[config.mk]
export PLATFORM = sky130hd
export DESIGN_NAME = dmem_arbiter
export DESIGN_NICKNAME = d
export VERILOG_FILES = /design/src/rtl/dmem_arbiter_pkg.sv /design/src/rtl/rr_arb2.sv /design/src/rtl/dmem_arbiter.sv
export SDC_FILE = /design/constraint.sdc
export NUM_CORES = 1
export LEC_CHECK = 0
export BUFFER_PORTS_ARGS = -buffer_cell sky130_fd_sc_hd__buf_4
export CORE_MARGIN = 2
export CORE_UTILIZATION = 36
export CTS_CLUSTER_DIAMETER = 80
export DETAILED_ROUTE_END_ITERATION = 6
export PLACE_DENSITY = 0.86
export SYNTH_ARGS = -nofsm -noshare
export SYNTH_HDL_FRONTEND = slang
export SYNTH_SLANG_ARGS = --single-unit
export TNS_END_PERCENT = 1
[constraint.sdc]
create_clock -name CLK -period 2 [get_ports CLK]
set_input_delay 0.2 -clock CLK [delete_from_list [all_inputs] [get_ports CLK]]
set_output_delay 0.2 -clock CLK [all_outputs]
set_load 0.05 [all_outputs]
[src/rtl/dmem_arbiter_pkg.sv]
// dmem_arbiter_pkg
// Shared definitions for the data-memory arbiter slice: default address and
// data widths, and the port-index encoding used by the round-robin arbiter
// (port 0 is the CPU M-stage data port, port 1 is the loader/DMA port).
package dmem_arbiter_pkg;

    localparam int unsigned AW_DEF = 12;
    localparam int unsigned DW_DEF = 32;

    typedef enum logic {
        PORT_CPU = 1'b0,
        PORT_DMA = 1'b1
    } port_e;

    // The port that did not win; round-robin hands priority to it.
    function automatic port_e other_port(input port_e p);
        return (p == PORT_CPU) ? PORT_DMA : PORT_CPU;
    endfunction

endpackage

[src/rtl/rr_arb2.sv]
// rr_arb2
// Two-way round-robin arbiter. Grants are combinational in the request
// cycle; the single priority bit remembers which port wins the next tie.
//
// Ports:
//   clk   - clock, priority updates on the rising edge
//   rst   - asynchronous active-high reset; forces priority to port 0 and
//           suppresses all grants while high
//   req0  - port 0 request
//   req1  - port 1 request
//   gnt0  - port 0 granted this cycle
//   gnt1  - port 1 granted this cycle
module rr_arb2
    import dmem_arbiter_pkg::*;
(
    input  logic clk,
    input  logic rst,
    input  logic req0,
    input  logic req1,
    output logic gnt0,
    output logic gnt1
);

    port_e prio;
    port_e granted;

    always_comb begin
        gnt0 = 1'b0;
        gnt1 = 1'b0;
        if (!rst) begin
            if (req0 && req1) begin
                gnt0 = (prio == PORT_CPU);
                gnt1 = (prio == PORT_DMA);
            end else begin
                gnt0 = req0;
                gnt1 = req1;
            end
        end
    end

    assign granted = gnt1 ? PORT_DMA : PORT_CPU;

    // Priority moves only when something was granted, so idle cycles and
    // requests withdrawn before winning leave it untouched.
    always_ff @(posedge clk or posedge rst) begin
        if (rst) begin
            prio <= PORT_CPU;
        end else if (gnt0 || gnt1) begin
            prio <= other_port(granted);
        end
    end

endmodule

[src/rtl/dmem_arbiter.sv]
// dmem_arbiter
// Shares one single-ported data RAM between the CPU data port (port 0) and
// the loader/DMA port (port 1). One access per cycle, round-robin on ties.
// Reads: RAM data is combinational, captured at the end of the grant cycle
// and presented with a one-cycle rvalid pulse on the following cycle.
//
// Ports:
//   CLK, RST            - clock; asynchronous active-high reset
//   req0/we0/addr0/wdata0 - port 0 request, write enable, address, data
//   gnt0, stall0        - port 0 accepted this cycle; CPU stall (req0 & ~gnt0)
//   rdata0, rvalid0     - port 0 registered read data and its valid pulse
//   req1/we1/addr1/wdata1, gnt1, rdata1, rvalid1 - same for port 1
//   ram_addr/ram_wdata/ram_we/ram_cs - RAM command, zero when nothing granted
//   ram_rdata           - RAM read data, valid in the same cycle as ram_addr
module dmem_arbiter
    import dmem_arbiter_pkg::*;
#(
    parameter int unsigned AW = AW_DEF,
    parameter int unsigned DW = DW_DEF
) (
    input  logic          CLK,
    input  logic          RST,

    input  logic          req0,
    input  logic          we0,
    input  logic [AW-1:0] addr0,
    input  logic [DW-1:0] wdata0,
    output logic          gnt0,
    output logic [DW-1:0] rdata0,
    output logic          rvalid0,
    output logic          stall0,

    input  logic          req1,
    input  logic          we1,
    input  logic [AW-1:0] addr1,
    input  logic [DW-1:0] wdata1,
    output logic          gnt1,
    output logic [DW-1:0] rdata1,
    output logic          rvalid1,

    output logic [AW-1:0] ram_addr,
    output logic [DW-1:0] ram_wdata,
    output logic          ram_we,
    output logic          ram_cs,
    input  logic [DW-1:0] ram_rdata
);

    logic rd_gnt0;
    logic rd_gnt1;

    rr_arb2 u_arb (
        .clk  (CLK),
        .rst  (RST),
        .req0 (req0),
        .req1 (req1),
        .gnt0 (gnt0),
        .gnt1 (gnt1)
    );

    assign stall0  = req0 & ~gnt0;
    assign rd_gnt0 = gnt0 & ~we0;
    assign rd_gnt1 = gnt1 & ~we1;

    // RAM command mux. Write data is forced to zero unless this is a write,
    // so the bus never carries stale port data on reads or idle cycles.
    always_comb begin
        ram_cs    = gnt0 | gnt1;
        ram_addr  = '0;
        ram_we    = 1'b0;
        ram_wdata = '0;
        if (gnt0) begin
            ram_addr = addr0;
            ram_we   = we0;
            if (we0) begin
                ram_wdata = wdata0;
            end
        end else if (gnt1) begin
            ram_addr = addr1;
            ram_we   = we1;
            if (we1) begin
                ram_wdata = wdata1;
            end
        end
    end

    always_ff @(posedge CLK or posedge RST) begin
        if (RST) begin
            rvalid0 <= 1'b0;
            rdata0  <= '0;
        end else begin
            rvalid0 <= rd_gnt0;
            if (rd_gnt0) begin
                rdata0 <= ram_rdata;
            end
        end
    end

    always_ff @(posedge CLK or posedge RST) begin
        if (RST) begin
            rvalid1 <= 1'b0;
            rdata1  <= '0;
        end else begin
            rvalid1 <= rd_gnt1;
            if (rd_gnt1) begin
                rdata1 <= ram_rdata;
            end
        end
    end

endmodule

==> results.sh <==
export IMPL_synth_xor_area_share_pct=0
export IMPL_yosys_top_cells_area="dfrtp_1 55%, mux2_2 21%, a22o_1 13%"
export IMPL_period_share_pct=99.5
export IMPL_place_area_um2=5000
export IMPL_synth_ff_type="dfrtp_1"
export IMPL_synthAdderAreaFrac_pct=0
export IMPL_area_growth_synth_to_final_pct=79.5
export IMPL_total_power_mw=5.96
export IMPL_chipHeight_um=95.8
export IMPL_cp_required_ns=1.80
export IMPL_firstDrtPassIters=4
export IMPL_synth_top_area_share_pct=55.2
export IMPL_grtUsageTotal_pct=20.1
export IMPL_num_rows=33
export IMPL_io_pins=241
export IMPL_fin_crit_ns=1.99
export IMPL_nFillCells=601
export IMPL_swShare_pct=42.9
export IMPL_netlist_instances=206
export IMPL_path_cells="nor2b_4 -> nor4bb_4 -> buf_4 -> buf_12 -> a22o_1 -> buf_6"
export IMPL_core_um2=8180
export IMPL_die_w_um=95.8
export IMPL_p_comb_share_pct=47.7
export IMPL_dr_total_vias=2850
export IMPL_layout_drive_gt1_share_pct=72.7
export IMPL_clockBufferDepth=2
export IMPL_cp_arrival_ns=1.79
export IMPL_start_kind="flip-flop"
export IMPL_crit_type="reg -> out"
export IMPL_wl_per_cell_um=18.5
export IMPL_h_tree_depth=3
export IMPL_synth_cell_types=21
export IMPL_vias_per_cell=5.03
export IMPL_gp_congestion=0.721
export IMPL_drc=0
export IMPL_cp_max_fo=17
export IMPL_endpoint_kind="output port"
export IMPL_ys_seq_area_share_pct=55.2
export IMPL_slowest_delay_ns=0.41
export IMPL_gr_total_overflow=0
export IMPL_ys_warn_count=0
export IMPL_grt_max_degree=64
export IMPL_grt_setup_unrepaired="true"
export IMPL_internal_power_mw=3.40
export IMPL_die_area_um2=9180
export IMPL_cts_sinks=67
export IMPL_p_switching_mw=2.56
export IMPL_finalSetupViolations=0
export IMPL_diodes=0
export IMPL_maxCapViolCount=0
export IMPL_skew_ns=0.0121
export IMPL_ys_seq_elements=67
export IMPL_syn_cell_area_um2=3040
export IMPL_yosys_area_top_type="dfrtp_1"
export IMPL_synth_compound_area_share_pct=12.9
export IMPL_p_clk_share_pct=20.9
export IMPL_relSlewSlack_pct=75.0
export IMPL_worstMarginPinSlew_ns=0.374
export IMPL_cts_made_buffers=9
export IMPL_finalSetupTns_ns=0
export IMPL_maxSlewViolCount=0
export IMPL_hold_viol=0
export IMPL_seq_power_share_pct=31.4
export IMPL_clk_pin_slew_ns=0.08
export IMPL_synth_edf_count=0
export IMPL_cts_tree="built"
export IMPL_muxShareOfSynthArea_pct=23.7
export IMPL_power_density_nw_per_um2=1090
export IMPL_grt_pass1_wl_um=14000
export IMPL_wl_um=10500
export IMPL_status="completed"
export IMPL_grt_pass1_vias=2672
export IMPL_setup_slack_ns=0.00988
export IMPL_fin_area_um2=5450
export IMPL_place_ws_ns=0.369
export IMPL_io_buffer_count=240
export IMPL_ir_drop_v=0.000817
export IMPL_insertion_delay_ns=0.34
export IMPL_drt_iter0_markers=86
export IMPL_finalNonFillerCells=567
export IMPL_syn_avg_cell_area_um2=14.7
export IMPL_dp_hpwl_um=7790
export IMPL_nets=583
export IMPL_async_flop_share_pct=100
export IMPL_antenna_found_initial=0
export IMPL_fmax_ghz=0.502
export IMPL_syn_nets=332
export IMPL_dp_cells=543
export IMPL_cts_root_buffer="clkbuf_8"
export IMPL_synth_top_family_by_area="multiplexers"
export IMPL_postRouteAntennaNets=0
export IMPL_start_util_pct=37.1
export IMPL_cp_slowest_cell="dfrtp_1"
export IMPL_leakage_nw=2.69
export IMPL_worstHoldPathType="in -> reg"
export IMPL_synth_simple_area_share_pct=4.29
==> Yosys cell counts, drive strengths merged, types with 2 or more instances <==
| cell type | instances |
|---|---|
| mux2 | 64 |
| inv | 2 |
| nor2 | 3 |
| buf | 14 |
| nor3b | 2 |
| a22o | 44 |
| nor2b | 2 |
| dfrtp | 67 |
==> registers in the layout (all words and copies together), names as in the netlist <==
signal      count
rdata1         32
rvalid0         1
u_arb.prio      1
rdata0         32
rvalid1         1
==> logic make-up after synthesis <==
family	count (synthesis)
AO/OA/AOI/OAI	45
buffers and inverters	17
flip-flops	67
multiplexers	64
AND/OR/NAND/NOR	13
==> metal layers <==
metal	track usage, %	share of wire [%]
met2	33.5	53
met5	0	0
met4	5.83	1.1
met1	25.7	39
met3	5.64	7.3
==> through the flow <==
step           util, %  hold slack [ns]
2_1_floorplan        -            0.335
6_report          66.6           0.0868
3_5_place_dp      61.2            0.176
4_1_cts           64.6           0.0686
5_1_grt           66.6           0.0698
3_3_place_gp      61.2            0.169
==> final timing paths <==
| kind | startpoint | to | slack [ns] | cells after the start |
|---|---|---|---|---|
| setup / recovery | u_arb.prio | ram_wdata[27] | 0.01 | 6 |
| hold / removal | ram_rdata[19] | rdata0[19] | 0.09 | 2 |
| setup reg to reg | u_arb.prio | rdata1[13] | 0.27 | 5 |
| hold reg to reg | rdata0[19] | rdata0[19] | 0.50 | 1 |
| max in group asynchronous | RST | rdata0[30] | 1.03 | 4 |
| min in group asynchronous | RST | rdata1[4] | 0.42 | 3 |
==> final cells by class <==
type	instances	area, um^2	share of cell area, %
multi-input combinational	122	1260	23.2
clock buffer	9	124	2.27
inverter	2	11.3	0.207
timing repair buffer	255	2140	39.3
sequential	67	1680	30.8
tap	105	131	2.41
clock inverter	7	98.8	1.81
==> what timing repair did <==
action,4_1_cts,5_1_grt
gates cloned,1,1
pin swaps,2,10
hold endpoints to repair,4,0
endpoints found under the setup margin,1,33
resized for setup,1,33
setup buffers,3,2
hold buffers,1,0
==> critical path, delay by kind of cell, from the launching register on <==
family                 cells  cell delay (ns)
AOI/OAI and AO/OA          1             0.19
DFF                        1             0.41
buffers and inverters      3             0.51
and+or+nand+nor            2             0.34
==> power groups by stage <==
stage          clock network (mW)  registers, mW  logic, mW
2_1_floorplan                   0           3.04      0.657
3_3_place_gp                    0           1.88       2.76
3_5_place_dp                    0           1.90       2.81
4_1_cts                      1.28           1.88       2.82
5_1_grt                      1.35           1.91       2.95
6_report                     1.24           1.87       2.84
==> cell usage in the layout (no fill, tap or decap), types with 2 or more instances in the layout <==
master	instances
buf_4	214
dfrtp_1	67
mux2_2	57
a22o_1	44
buf_6	33
clkbuf_8	9
mux2_1	7
buf_12	5
nor2_1	3
clkinvlp_4	2
bufinv_16	2
inv_6	2
Power figures use the tool's default switching activity.
